$ cat src/rtl/hdmi_fb_arbiter_if.sv
// hdmi_fb_arbiter_if: scanout, writer, RAM and stats signals of the framebuffer arbiter
interface hdmi_fb_arbiter_if #(parameter int ADDR_W = 19);
  logic              frame_start_i;
  logic              pix_req_i;
  logic [23:0]       pixel_o;
  logic              pix_valid_o;
  logic              underflow_o;
  logic              wr_valid_i;
  logic [ADDR_W-1:0] wr_addr_i;
  logic [23:0]       wr_data_i;
  logic              wr_ready_o;
  logic              mem_en_o;
  logic              mem_we_o;
  logic [ADDR_W-1:0] mem_addr_o;
  logic [23:0]       mem_wdata_o;
  logic [23:0]       mem_rdata_i;
  logic [15:0]       stat_underflow_o;
  logic [15:0]       stat_wr_stall_o;
  modport slave (
    input  frame_start_i, pix_req_i, wr_valid_i, wr_addr_i, wr_data_i, mem_rdata_i,
    output pixel_o, pix_valid_o, underflow_o, wr_ready_o, mem_en_o, mem_we_o,
           mem_addr_o, mem_wdata_o, stat_underflow_o, stat_wr_stall_o
  );
  modport master (
    output frame_start_i, pix_req_i, wr_valid_i, wr_addr_i, wr_data_i, mem_rdata_i,
    input  pixel_o, pix_valid_o, underflow_o, wr_ready_o, mem_en_o, mem_we_o,
           mem_addr_o, mem_wdata_o, stat_underflow_o, stat_wr_stall_o
  );
endinterface

$ cat src/rtl/hdmi_fb_arbiter.sv
// hdmi_fb_arbiter: single-port framebuffer sharing between scanout prefetch and trace writer; FB_ARB_STATS_EN builds stat counters
module hdmi_fb_arbiter #(
  parameter int ADDR_W      = 19,
  parameter int FB_PIXELS   = 307200,
  parameter int FIFO_DEPTH  = 16,
  parameter int REFILL_LVL  = 8,
  parameter int WR_MAX_WAIT = 32
) (
  input logic              pixclk_i,
  input logic              rst_i,
  hdmi_fb_arbiter_if.slave bus
);
  localparam int FA = $clog2(FIFO_DEPTH);
  localparam int WW = $clog2(WR_MAX_WAIT + 1);
  localparam logic [0:0] S_FLUSH = 1'b0;
  localparam logic [0:0] S_RUN   = 1'b1;
  localparam logic [FA+1:0] P_REFILL = (FA+2)'(REFILL_LVL);
  localparam logic [FA+1:0] P_DEPTH  = (FA+2)'(FIFO_DEPTH);
  localparam logic [WW-1:0] P_MAXW   = WW'(WR_MAX_WAIT);
  localparam logic [ADDR_W-1:0] P_LAST = ADDR_W'(FB_PIXELS - 1);

  logic [0:0]        r_state;
  logic              r_inflight;
  logic              r_underflow;
  logic [FA:0]       r_level;
  logic [FA-1:0]     r_wptr;
  logic [FA-1:0]     r_rptr;
  logic [WW-1:0]     r_wait;
  logic [ADDR_W-1:0] r_rd_addr;
  logic [23:0]       r_fifo [FIFO_DEPTH];

  logic [FA+1:0] w_occ;
  logic          w_run;
  logic          w_urgent;
  logic          w_ready;
  logic          w_wr;
  logic          w_rd;
  logic          w_push;
  logic          w_pop;
  logic          w_valid;

  // arbitration looks only at registered state so wr_ready_o never depends on wr_valid_i
  assign w_occ    = {1'b0, r_level} + (FA+2)'(r_inflight);
  assign w_run    = r_state == S_RUN;
  assign w_urgent = w_run && w_occ < P_REFILL && r_wait < P_MAXW;
  assign w_ready  = !rst_i && !w_urgent;
  assign w_wr     = bus.wr_valid_i && w_ready;
  assign w_rd     = !rst_i && w_run && !w_wr && w_occ < P_DEPTH;
  assign w_valid  = r_level != '0;
  assign w_push   = r_inflight && w_run && !bus.frame_start_i;
  assign w_pop    = bus.pix_req_i && w_valid && !bus.frame_start_i;

  assign bus.wr_ready_o  = w_ready;
  assign bus.mem_en_o    = w_wr || w_rd;
  assign bus.mem_we_o    = w_wr;
  assign bus.mem_addr_o  = w_wr ? bus.wr_addr_i : w_rd ? r_rd_addr : '0;
  assign bus.mem_wdata_o = w_wr ? bus.wr_data_i : '0;
  assign bus.pix_valid_o = w_valid;
  assign bus.pixel_o     = w_valid ? r_fifo[r_rptr] : '0;
  assign bus.underflow_o = r_underflow;

  always_ff @(posedge pixclk_i or posedge rst_i) begin
    if (rst_i) begin
      r_state     <= S_FLUSH;
      r_inflight  <= 1'b0;
      r_underflow <= 1'b0;
      r_level     <= '0;
      r_wptr      <= '0;
      r_rptr      <= '0;
      r_wait      <= '0;
      r_rd_addr   <= '0;
    end else begin
      r_state     <= bus.frame_start_i ? S_FLUSH : S_RUN;
      r_inflight  <= w_rd;
      r_underflow <= bus.pix_req_i && !w_valid && !bus.frame_start_i;
      if (bus.frame_start_i) begin
        r_rd_addr <= '0;
        r_level   <= '0;
        r_wptr    <= '0;
        r_rptr    <= '0;
      end else begin
        if (w_rd) r_rd_addr <= r_rd_addr == P_LAST ? '0 : r_rd_addr + ADDR_W'(1);
        if (w_push) r_wptr <= r_wptr + FA'(1);
        if (w_pop) r_rptr <= r_rptr + FA'(1);
        r_level <= r_level + (FA+1)'(w_push) - (FA+1)'(w_pop);
      end
      if (!bus.wr_valid_i || w_ready) r_wait <= '0;
      else if (r_wait != '1) r_wait <= r_wait + WW'(1);
    end
  end

  always_ff @(posedge pixclk_i) begin
    if (w_push) r_fifo[r_wptr] <= bus.mem_rdata_i;
  end

`ifdef FB_ARB_STATS_EN
  logic [15:0] r_stat_uf;
  logic [15:0] r_stat_st;
  always_ff @(posedge pixclk_i or posedge rst_i) begin
    if (rst_i) begin
      r_stat_uf <= '0;
      r_stat_st <= '0;
    end else begin
      if (r_underflow && r_stat_uf != 16'hFFFF) r_stat_uf <= r_stat_uf + 16'd1;
      if (bus.wr_valid_i && !w_ready && r_stat_st != 16'hFFFF) r_stat_st <= r_stat_st + 16'd1;
    end
  end
  assign bus.stat_underflow_o = r_stat_uf;
  assign bus.stat_wr_stall_o  = r_stat_st;
`else
  assign bus.stat_underflow_o = '0;
  assign bus.stat_wr_stall_o  = '0;
`endif
endmodule
$ cat src/flat_wrapper.sv
// flat-port wrapper written by rule: the top's interface ports become plain ports
module hdmi_fb_arbiter_flat 
#(
  parameter int ADDR_W      = 19,
  parameter int FB_PIXELS   = 307200,
  parameter int FIFO_DEPTH  = 16,
  parameter int REFILL_LVL  = 8,
  parameter int WR_MAX_WAIT = 32
)
  (pixclk_i, rst_i, bus_frame_start_i, bus_pix_req_i, bus_wr_valid_i, bus_wr_addr_i, bus_wr_data_i, bus_mem_rdata_i, bus_pixel_o, bus_pix_valid_o, bus_underflow_o, bus_wr_ready_o, bus_mem_en_o, bus_mem_we_o, bus_mem_addr_o, bus_mem_wdata_o, bus_stat_underflow_o, bus_stat_wr_stall_o);
  hdmi_fb_arbiter_if #(.ADDR_W(ADDR_W)) bus_i ();
  input logic pixclk_i;
  input logic rst_i;
  input wire logic [$bits(bus_i.frame_start_i)-1:0] bus_frame_start_i;
  input wire logic [$bits(bus_i.pix_req_i)-1:0] bus_pix_req_i;
  input wire logic [$bits(bus_i.wr_valid_i)-1:0] bus_wr_valid_i;
  input wire logic [$bits(bus_i.wr_addr_i)-1:0] bus_wr_addr_i;
  input wire logic [$bits(bus_i.wr_data_i)-1:0] bus_wr_data_i;
  input wire logic [$bits(bus_i.mem_rdata_i)-1:0] bus_mem_rdata_i;
  output wire logic [$bits(bus_i.pixel_o)-1:0] bus_pixel_o;
  output wire logic [$bits(bus_i.pix_valid_o)-1:0] bus_pix_valid_o;
  output wire logic [$bits(bus_i.underflow_o)-1:0] bus_underflow_o;
  output wire logic [$bits(bus_i.wr_ready_o)-1:0] bus_wr_ready_o;
  output wire logic [$bits(bus_i.mem_en_o)-1:0] bus_mem_en_o;
  output wire logic [$bits(bus_i.mem_we_o)-1:0] bus_mem_we_o;
  output wire logic [$bits(bus_i.mem_addr_o)-1:0] bus_mem_addr_o;
  output wire logic [$bits(bus_i.mem_wdata_o)-1:0] bus_mem_wdata_o;
  output wire logic [$bits(bus_i.stat_underflow_o)-1:0] bus_stat_underflow_o;
  output wire logic [$bits(bus_i.stat_wr_stall_o)-1:0] bus_stat_wr_stall_o;
  assign bus_i.frame_start_i = bus_frame_start_i;
  assign bus_i.pix_req_i = bus_pix_req_i;
  assign bus_i.wr_valid_i = bus_wr_valid_i;
  assign bus_i.wr_addr_i = bus_wr_addr_i;
  assign bus_i.wr_data_i = bus_wr_data_i;
  assign bus_i.mem_rdata_i = bus_mem_rdata_i;
  assign bus_pixel_o = bus_i.pixel_o;
  assign bus_pix_valid_o = bus_i.pix_valid_o;
  assign bus_underflow_o = bus_i.underflow_o;
  assign bus_wr_ready_o = bus_i.wr_ready_o;
  assign bus_mem_en_o = bus_i.mem_en_o;
  assign bus_mem_we_o = bus_i.mem_we_o;
  assign bus_mem_addr_o = bus_i.mem_addr_o;
  assign bus_mem_wdata_o = bus_i.mem_wdata_o;
  assign bus_stat_underflow_o = bus_i.stat_underflow_o;
  assign bus_stat_wr_stall_o = bus_i.stat_wr_stall_o;
  hdmi_fb_arbiter #(.ADDR_W(ADDR_W), .FB_PIXELS(FB_PIXELS), .FIFO_DEPTH(FIFO_DEPTH), .REFILL_LVL(REFILL_LVL), .WR_MAX_WAIT(WR_MAX_WAIT)) u_core (.pixclk_i(pixclk_i), .rst_i(rst_i), .bus(bus_i));
endmodule
$ cat config.mk
export PLATFORM = sky130hd
export DESIGN_NAME = hdmi_fb_arbiter_flat
export DESIGN_NICKNAME = d
export VERILOG_FILES = /design/src/rtl/hdmi_fb_arbiter_if.sv /design/src/rtl/hdmi_fb_arbiter.sv /design/src/flat_wrapper.sv
export SDC_FILE = /design/constraint.sdc
export NUM_CORES = 1
export LEC_CHECK = 0
export ABC_AREA = 1
export ABC_CLOCK_PERIOD_IN_PS = 8550
export CAP_MARGIN = 10
export CORE_AREA = 2 2 173 175
export CTS_BUF_LIST = sky130_fd_sc_hd__clkbuf_4 sky130_fd_sc_hd__clkbuf_8
export DETAILED_ROUTE_END_ITERATION = 7
export DIE_AREA = 0 0 175 177
export PLACE_DENSITY_LB_ADDON = 0.1
export SLEW_MARGIN = 15
export SYNTH_ARGS = -nofsm -noshare
export SYNTH_HDL_FRONTEND = slang
export SYNTH_SLANG_ARGS = --single-unit
$ cat constraint.sdc
create_clock -name pixclk_i -period 8.55 [get_ports pixclk_i]
set_clock_uncertainty 0.1 [all_clocks]
set_input_delay 1.71 -clock pixclk_i [delete_from_list [all_inputs] [get_ports pixclk_i]]
set_output_delay 1.71 -clock pixclk_i [all_outputs]
set_load 0.01 [all_outputs]
==> results.md, run 1 <==
- Power per cell area: about 240 mW/mm²
- Top cells by count, synth: edfxtp_1, nor2_1, o21ai_0
- Synth Instances: between 1500 and 2000
- Worst-margin pin slew: between 1 and 1.5 ns
- Gr ovfl total: 0
- R2R Setup Slk: 5.19 ns
- R2R Path Start: u_core.r_level[3]
- Slew Viols, Final: 0
- Vias/cell: roughly 5.8
- TNS Setup: 0 ns
- Nets: 1837
- Clock sink count: between 400 and 500
- Post-synth EDFFs: 384
- Largest family of logic cells by synthesized area: simple AND/OR/NAND/NOR gates
- CP Cell Sequence: clkdlybuf4s50_1 -> inv_2 -> buf_4 -> nand3_4 -> inv_1 -> nand2_1 -> o21ai_1 -> clkdlybuf4s50_1
- FF-to-FF End: u_core.r_level[4]
- WS Path Type: in2out
- Slowest Stage Delay on Critical Path: ~0.58 ns
- Crit path DAT: 4.46 ns
- Final count of hold timing violations: 0
- Asr flop ratio synth: 0.09647
- Post-DRT Antenna Nets: 0
- Outcome: finished clean
- Hold Crit Class: reg2reg
- FMAX: 159.5 MHz
- Area share of fa/ha/maj cells after synthesis: 0.01198
- Multiplexer share of the synthesized area: 0
- Worst path required time: roughly 6.7 ns
- DRT iter0 DRCs: 1264
- Leakage: between 7 and 8 nW
- Cell family with most CP delay: buffers and inverters
- IO Count: ~180
- Cell depth of the worst hold path: 1
- Area leader, netlist: edfxtp_1
- Die width: about 180 µm
- CP Capture Type: output pin
- Initial Util: 0.6285
- Worst-Skew Late Latency: 0.59 ns
- Core Area: around 0.029 mm²
- Cell Area, Synth: approximately 0.018 mm²
- Worst vdd ir: roughly 0.22 mV
- Avg Inst Size Synth: between 10 and 15 µm²
- Layout filler cell count: roughly 2000
- Postcts setup bufs: 0
- CP max FO: 44
- Netlist cell types: 37
- Most used cell, CP: clkdlybuf4s50_1
- Total wire length: roughly 43 mm
- Share of layout cells above drive strength 1: 0.09232
- Initial antenna violation count: 0
- Max stage delay cell, worst path: inv_1
- Synth warn: 0
- CTS tree: built
- Most used DFF post-synth: edfxtp_1
- Max Cap Viol: 0
- Post-Synth XOR/XNOR Area: 0.006194
- CTS resizes: 0
- Longest Clk Path Bufs: 3
- CP bufs+invs: 5
- Final hold slack: ~0.44 ns
- CTS hold repair buffers: 0
- Yosys reg bits: 425
- Antenna diodes: 0
- Pre-antenna DRT Iters: 5
- Total die area: ~0.031 mm²
- HP Start: u_core.r_wptr[3]
- Vias: between 10000 and 15000
- Setup Viol. Count Final: 0
- Root Driver: clkbuf_8
- RSZ-0062 raised after global routing: no
- Hold path endpoint: u_core.r_wptr[3]
- Post-synthesis compound-gate area fraction: 0.1161
- Area grow syn2layout: 15.89%
- First-pass GRT wire length: 66.18 mm
- Synth area leaders: edfxtp_1, nor2_1, dfrtp_1, o21ai_0, o211ai_1
- Synth Area in Simple Gates: 0.1293
- # H-tree levels: 3
- Crit start category: input port
- Most common cell in the netlist: edfxtp_1
- Vias in the first global route: about 12000
- Num CTS Buffers: 67
- Routability Congestion: approximately 0.9
- Relative slew slack: 0.2310
- Die Span Y: approximately 180 µm
- Port Buffers: around 140
- # rows: 63
- GRT Util Overall: 0.2794
- Seq/Total Area, Yosys: 0.6831
- Tcrit/Tclk final: 0.7331
- Wire per inst: roughly 19 µm
- Worst R2R Path Depth: 16
- Largest net degree at the start of global routing: 108
- Post-DP HPWL: around 23 mm
- Reg clk slew, reported paths: around 0.060 ns
- Remaining DRCs: 0
- Final Util: 0.7284
- Share of the synthesized area in the top cell type: 0.6273
- Period minus WS final: around 6.3 ns
## power by group
group | total [mW] | leakage, nW | internal [mW] | switching (mW)
combinational | 1.20 | 2.82 | 0.449 | 0.746
sequential | 2.33 | 4.01 | 2.29 | 0.0388
clock | 1.65 | 0.687 | 0.867 | 0.786
## logic make-up (layout without fill, tap and decap cells)
family / count (synthesis) / in the layout
simple gates: 580 / 580
xor+xnor: 13 / 13
fa+ha+maj: 17 / 17
compound gates: 371 / 371
other cells: 1 / 32
flops: 425 / 425
buf+inv: 201 / 360
## layer usage
metal  global-route usage  vias up  wire length [µm]  share of wire
met3              0.04811       81              3070          0.072
met4              0.09271        0               925          0.022
li1                     -     5946                 -              -
met5                    0        -                 0              0
met1               0.3751     6078             17740           0.42
met2               0.4695      479             20880           0.49
## how the worst max path moves through the flow
stage                     cells after the start            endpoint  startpoint  slack, ns
after global placement                        8  bus_mem_addr_o[11]       rst_i       2.32
final                                         8   bus_mem_addr_o[0]       rst_i       2.28
after detailed placement                      8   bus_mem_addr_o[0]       rst_i       2.22
after floorplan                               6   bus_mem_addr_o[0]       rst_i       3.24
after CTS                                     8   bus_mem_addr_o[0]       rst_i       2.21
after global routing                          8  bus_mem_addr_o[17]       rst_i       1.95
## sequential cells by signal, summed over array words and instances, names as in the netlist
register and count:
u_core.r_wptr 4, u_core.r_wait 6, u_core.r_rd_addr 19, u_core.bus.underflow_o 1
u_core.r_inflight 1, u_core.r_level 5, u_core.r_state 1, u_core.r_rptr 4
u_core.r_fifo 384
## area by class of cell
type                       count  area, µm²  area share
tap                          390      488.0     0.02291
clock buffer                  90       1126     0.05286
timing repair buffer         168       1619     0.07601
clock inverter                29      171.4    0.008047
inverter                      73      276.5     0.01298
multi-input combinational   1013       5055      0.2373
sequential                   425      12570      0.5899
## cells in the final DEF (no fill, tap or decap), drive strengths merged, types with 25 or more instances in the layout
| cell type | count |
|---|---|
| nand3 | 58 |
| o21ai | 238 |
| edfxtp | 384 |
| clkbuf | 90 |
| clkdlybuf4s50 | 143 |
| buf | 25 |
| dfrtp | 41 |
| nor2 | 344 |
| nand2 | 141 |
| inv | 73 |
| o221ai | 26 |
| a21oi | 35 |
| conb | 32 |
| o211ai | 70 |
| clkinv | 27 |
## per-stage QoR
stage          worst slack, ns  std cells  area (µm²)  total power, mW
5_1_grt                  1.955       2188       21300            5.433
4_1_cts                  2.212       2188       21300            5.204
3_3_place_gp             2.325       2069       20000            3.542
3_5_place_dp             2.224       2069       20000            3.566
2_1_floorplan            3.242       1639       18500            3.128
6_report                 2.282       2188       21300            5.178
Note: power is estimated with default switching activity, not from simulation.
==> run 2: changes to the inputs <==
- ABC_CLOCK_PERIOD_IN_PS: 8550 -> 6350
- CORE_AREA: 2 2 173 175 -> 2 2 180 182
- DIE_AREA: 0 0 175 177 -> 0 0 182 184
- clock period: 8.55 -> 6.35 ns (I/O delays scaled with it)
==> run 2 against run 1 <==
Sequential cell count stayed put. Sequential power is 34% higher. Clock-buffer cell count stayed put. Combinational power is 38% higher. Via count hardly changed. Global-route usage is 1.6 points lower. Power is 36% higher. First-iteration DRC count is 6.5% lower. Die area is 8.1% higher.
==> results.md, run 2 (synthesized netlist as in run 1, its figures left out) <==
- Outcome: finished clean
- Cell depth of the worst hold path: 1 (unchanged)
- Port Buffers: 143 (unchanged)
- IO Count: 176 (unchanged)
- Internal: 4.935 mW (+37%)
- Wire per inst: 19.66 µm (+0.93%)
- Initial Util: 0.5855 (-0.04301)
- Met1 Use GR: 0.3546 (-0.02043)
- Pre-antenna DRT Iters: 5 (unchanged)
- Crit path DAT: 3.79 ns (-0.67 ns)
- Worst path required time: 4.98 ns (-1.76 ns)
- DRT iter0 DRCs: 1182 (-6.5%)
- Routability Congestion: 0.8543 (-5.8%)
- Sw Pwr: 2.120 mW (+35%)
- Core Area: 0.03139 mm² (+7.3%)
- # rows: 65 (+3.2%)
- R2R Path Start: u_core.r_level[3]
- Remaining DRCs: 0 (unchanged)
- WS Path Type: in2out
- FF-to-FF End: u_core.r_level[4]
- Clock sink count: 425 (unchanged)
- # H-tree levels: 3 (unchanged)
- Total die area: 0.03349 mm² (+8.1%)
- RSZ-0062 raised after global routing: no
- GRT Util Overall: 0.2632 (-0.01622)
- Die Span Y: 184 µm (+4.0%)
- Largest reg by FF count: u_core.r_fifo
- Flop pwr share: 0.443 (-0.007)
- CTS hold repair buffers: 0 (unchanged)
- Num CTS Buffers: 68 (+1.5%)
- Vias: 12580 (-0.032%)
- Post-DRT Antenna Nets: 0 (unchanged)
- Postcts setup bufs: 0 (unchanged)
- R2R Setup Slk: 2.90 ns (-2.29 ns)
- Reg clk slew, reported paths: 0.06 ns (about the same)
- M3 GR Usage: 0.03922 (-0.008887)
- Post-DP HPWL: 23.47 mm (+1.8%)
- Vias in the first global route: 12170 (-0.049%)
- Area grow syn2layout: 16.55%
- Commonest non-fill, non-tap cells in the layout: edfxtp_1, nor2_1, o21ai_0
- Clock share of power: 0.323 (+0.004)
- Crit start category: input port
- FMAX: ~190 MHz
- Share of layout cells above drive strength 1: 0.09172 (-0.0006072)
- Met2 Usage GRT: 0.4400 (-0.02953)
- CTS resizes: 0 (unchanged)
- Max Cap Viol: 0 (unchanged)
- Worst-margin pin slew: 1.228 ns (+0.08086 ns)
- Commonest non-fill, non-tap cell in the layout: edfxtp_1
- Worst R2R Path Depth: 16 (unchanged)
- CP max FO: 35 (-20%)
- Relative slew slack: 0.1768 (-0.05420)
- HP Start: u_core.r_wptr[3]
- Power Total: 7.055 mW (+36%)
- Hold path endpoint: u_core.r_wptr[3]
- Slew Viols, Final: 0 (unchanged)
- Worst vdd ir: 0.2426 mV (+12%)
- TNS Setup: 0 ns (unchanged)
- Initial antenna violation count: 0 (unchanged)
- Gr ovfl total: 0 (unchanged)
- Root Driver: clkbuf_8
- Max reg flops: 384 (unchanged)
- Antenna diodes: 0 (unchanged)
- Largest net degree at the start of global routing: 195 (+81%)
- Logic pwr share: 0.234 (+0.003)
- Sw Ratio: 0.3005 (-0.002990)
- Power per cell area: 329.3 mW/mm² (+35%)
- Nets: 1840 (+0.16%)
- Leakage: 7.546 nW (+0.47%)
- Setup Viol. Count Final: 0 (unchanged)
- Biggest registers after layout: u_core.r_fifo: 384 flops, u_core.r_rd_addr: 19 flops, u_core.r_wait: 6 flops
- Final count of hold timing violations: 0 (unchanged)
- Vias/cell: 5.716 (-0.62%)
- Period minus WS final: ~5.2 ns
- Worst-Skew Late Latency: 0.58 ns (about the same)
- Longest Clk Path Bufs: 3 (unchanged)
- Total wire length: 43.27 mm (+1.5%)
- CTS tree: built
- Tcrit/Tclk final: 0.8119
- Die width: 182 µm (+4.0%)
- CP Capture Type: output pin
- Layer with the highest usage: met2
- Hold Crit Class: reg2reg
- First-pass GRT wire length: 67.79 mm (+2.4%)
-- run 2: stage by stage --
step	worst slack [ns]	instance area, µm²	hold WS, ns	util	instances
finish	1.195	21420	0.4519	0.6824	2201
global route	0.9512	21420	0.4885	0.6824	2201
CTS	1.177	21420	0.4496	0.6824	2201
detailed placement	1.185	20110	0.4381	0.6406	2083
global placement	1.256	20110	0.4303	0.6406	2083
floorplan	1.922	18500	0.3896	-	1639
-- run 2: power by group through the flow --
stage	Sequential, mW	Combinational (mW)	Clock [mW]
after global placement	3.18	1.62	0
after floorplan	3.16	1.05	0
final	3.12	1.65	2.28
after global routing	3.12	1.83	2.44
after CTS	3.12	1.66	2.32
after detailed placement	3.18	1.65	0
-- run 2: worst max path at each step --
stage | startpoint | to | slack (ns) | cells after the start
final | rst_i | bus_mem_addr_o[17] | 1.19 | 7
after global routing | rst_i | bus_mem_addr_o[3] | 0.95 | 7
after CTS | rst_i | bus_mem_addr_o[18] | 1.18 | 7
after detailed placement | rst_i | bus_mem_addr_o[18] | 1.18 | 7
after global placement | rst_i | bus_mem_addr_o[13] | 1.26 | 7
after floorplan | rst_i | bus_mem_addr_o[0] | 1.92 | 6
-- run 2: cell type report --
type / count / area, µm²
clock buffer: 90 / 1120
tap: 402 / 503.0
timing repair buffer: 170 / 1709
clock inverter: 28 / 193.9
inverter: 73 / 276.5
multi-input combinational: 1013 / 5055
sequential: 425 / 12570
fill: 2298 / 9970
-- run 2: per-layer routing --
layer  vias to the layer above  routed length, µm
li1                       5945                  -
met1                      6082              18300
met2                       473              21210
met3                        80               2627
met4                         0               1129
met5                         -                  0
-- run 2: critical path: stages --
cell and delay [ns]:
clkdlybuf4s50_1 0.41, inv_2 0.30, nand3_4 0.40, inv_1 0.58, nand2_1 0.12, o21ai_1 0.11
clkdlybuf4s50_1 0.56
==> run 3: changes to the inputs <==
- ABC_CLOCK_PERIOD_IN_PS: 6350 -> 4500
- CORE_AREA: 2 2 180 182 -> 2 2 188 190
- DIE_AREA: 0 0 182 184 -> 0 0 190 192
- clock period: 6.35 -> 4.5 ns (I/O delays scaled with it)
==> run 3 against run 2 <==
Hold slack worse by 0.020 ns. Utilization shrank 4.8 points. Cell area grew 1.6%. Sequential cell count is the same. Critical path depth down 1. Setup slack worse by 0.95 ns. Critical endpoint is now bus_pixel_o[6]. Clock-buffer cell count rose by 7. Critical path type is now reg2out. First-iteration DRC count decreased by 16%.
==> results.md, run 3 (synthesized netlist as in run 1, its figures left out) <==
- Port Buffers: 143 (unchanged)
- Slew Viols, Final: 0 (unchanged)
- CTS resizes: 0 (unchanged)
- Layout filler cell count: 2663 (+16%)
- Clock sink count: 425 (unchanged)
- GRT Util Overall: 0.2465 (-0.01668)
- Die width: 190 µm (+4.4%)
- Vias in the first global route: 12220 (+0.39%)
- DRT iter0 DRCs: 998 (-16%)
- RSZ-0062 raised after global routing: no
- Crit start category: flip-flop
- Pre-antenna DRT Iters: 5 (unchanged)
- Crit path DAT: 3.25 ns (-0.54 ns)
- Commonest non-fill, non-tap cells in the layout: edfxtp_1, nor2_1, o21ai_0
- Hold Crit Class: reg2reg
- Setup ws final: 0.2487 ns (-0.9459 ns)
- Postcts setup bufs: 0 (unchanged)
- Outcome: finished clean
- Worst-margin pin slew: 1.056 ns (-0.1717 ns)
- Largest net degree at the start of global routing: 121 (-38%)
- Period minus WS final: 4.251 ns
- # H-tree levels: 3 (unchanged)
- TNS Setup: 0 ns (unchanged)
- Share of layout cells above drive strength 1: 0.1041 (+0.01239)
- Relative slew slack: 0.2950 (+0.1182)
- Largest reg by FF count: u_core.r_fifo
- Placed insts: 2158 (+3.6%)
- Power Total: 10.13 mW (+44%)
- Worst vdd ir: 0.3109 mV (+28%)
- Leakage: 7.694 nW (+2.0%)
- CP max FO: 22 (-37%)
- Vias: 12680 (+0.76%)
- Place WS: 0.5678 ns (-0.6169 ns)
- Design Area, Final: 0.02177 mm² (+1.6%)
- Max reg flops: 384 (unchanged)
- CTS hold repair buffers: 0 (unchanged)
- Final count of hold timing violations: 0 (unchanged)
- Power per cell area: 465.4 mW/mm² (+41%)
- Reg clk slew, reported paths: 0.06 ns (about the same)
- Initial antenna violation count: 1 (+1)
- CP Capture Type: output pin
- Worst-Skew Late Latency: 0.57 ns (about the same)
- # rows: 68 (+4.6%)
- Initial Util: 0.5361 (-0.04944)
- Num CTS Buffers: 71 (+4.4%)
- Die Span Y: 192 µm (+4.3%)
- Gr ovfl total: 0 (unchanged)
- Remaining DRCs: 0 (unchanged)
- WS Path Type: reg2out
- First-pass GRT wire length: 68.61 mm (+1.2%)
- Core Area: 0.03429 mm² (+9.2%)
- Tcrit/Tclk final: 0.9447
- Post-DRT Antenna Nets: 0 (unchanged)
- Total die area: 0.03648 mm² (+8.9%)
- Vias/cell: 5.557 (-2.8%)
- Biggest registers after layout: u_core.r_fifo: 384 flops, u_core.r_rd_addr: 19 flops, u_core.r_wait: 6 flops
- Nets: 1866 (+1.4%)
- Routability Congestion: 0.8369 (-2.0%)
- Total wire length: 44.86 mm (+3.7%)
- Post-DP HPWL: 25.12 mm (+7.0%)
- Max Cap Viol: 0 (unchanged)
- Commonest non-fill, non-tap cell in the layout: edfxtp_1
- Setup Viol. Count Final: 0 (unchanged)
- Placed Area: 0.02039 mm² (+1.4%)
- CTS tree: built
- Non-filler cells in the finished layout: 2281 (+3.6%)
- Longest Clk Path Bufs: 3 (unchanged)
- IO Count: 176 (unchanged)
- Area grow syn2layout: 18.43%
- Root Driver: clkbuf_8
- Worst path required time: 3.50 ns (-1.48 ns)
- Wire per inst: 19.67 µm (about the same)
- FMAX: approximately 240 MHz
==> run 3: changes by cell type in the layout (fill, tap and decap cells not counted), moves of 2 or more <==
cell / previous run / this run
buf_12: 6 / 11
buf_4: 21 / 39
clkbuf_4: 19 / 25
clkinv_2: 7 / 2
inv_6: 3 / 1
inv_8: 0 / 2
==> run 3: worst max-delay path: stages (launching register included) <==
cell and delay, ns:
dfrtp_2 0.61, inv_1 0.58, buf_4 0.38, o221ai_1 0.11, nand3_1 0.11, a21oi_1 0.28, clkdlybuf4s50_1 0.60
==> run 3: path summary, 6_finish.rpt <==
path / cells past startpoint / slack [ns] / to / start
setup / recovery: 6 / 0.25 / bus_pixel_o[6] / u_core.r_rptr[2]
min in group asynchronous: 2 / 0.46 / u_core.r_wait[0] / rst_i
setup reg to reg: 16 / 1.01 / u_core.r_level[4] / u_core.r_level[3]
hold / removal: 1 / 0.43 / u_core.r_wptr[3] / u_core.r_wptr[3]
hold reg to reg: 1 / 0.43 / u_core.r_wptr[3] / u_core.r_wptr[3]
max in group asynchronous: 3 / 3.08 / u_core.r_rptr[0] / rst_i
==> run 3: where the power goes <==
group / leakage, nW / internal [mW] / switching, mW / total, mW
clock: 0.708 / 1.81 / 1.48 / 3.29
combinational: 2.98 / 0.921 / 1.48 / 2.40
sequential: 4.01 / 4.35 / 0.0880 / 4.44
total: 7.69 / 7.08 / 3.05 / 10.1
==> run 3: layout make-up <==
class | instances | area [µm²] | area share
Antenna cell | 1 | 2.502 | 0.0001150
Clock buffer | 97 | 1179 | 0.05414
Clock inverter | 24 | 176.4 | 0.008104
Inverter | 73 | 276.5 | 0.01270
Multi-Input combinational cell | 1013 | 5055 | 0.2322
Sequential cell | 425 | 12570 | 0.5772
Tap cell | 455 | 569.3 | 0.02615
Timing Repair Buffer | 193 | 1944 | 0.08932
==> run 3: per-stage QoR <==
stage / hold WS [ns] / utilization
2_1_floorplan: 0.3896 / -
3_5_place_dp: 0.4234 / 0.5947
3_3_place_gp: 0.4118 / 0.5947
5_1_grt: 0.4607 / 0.6348
4_1_cts: 0.4241 / 0.6342
6_report: 0.4318 / 0.6349
==> run 3: routing by layer <==
| metal | wire length [µm] | track usage |
|---|---|---|
| met5 | 0 | 0 |
| met4 | 960 | 0.07901 |
| met3 | 3035 | 0.04495 |
| met2 | 21420 | 0.4026 |
| met1 | 19440 | 0.3376 |
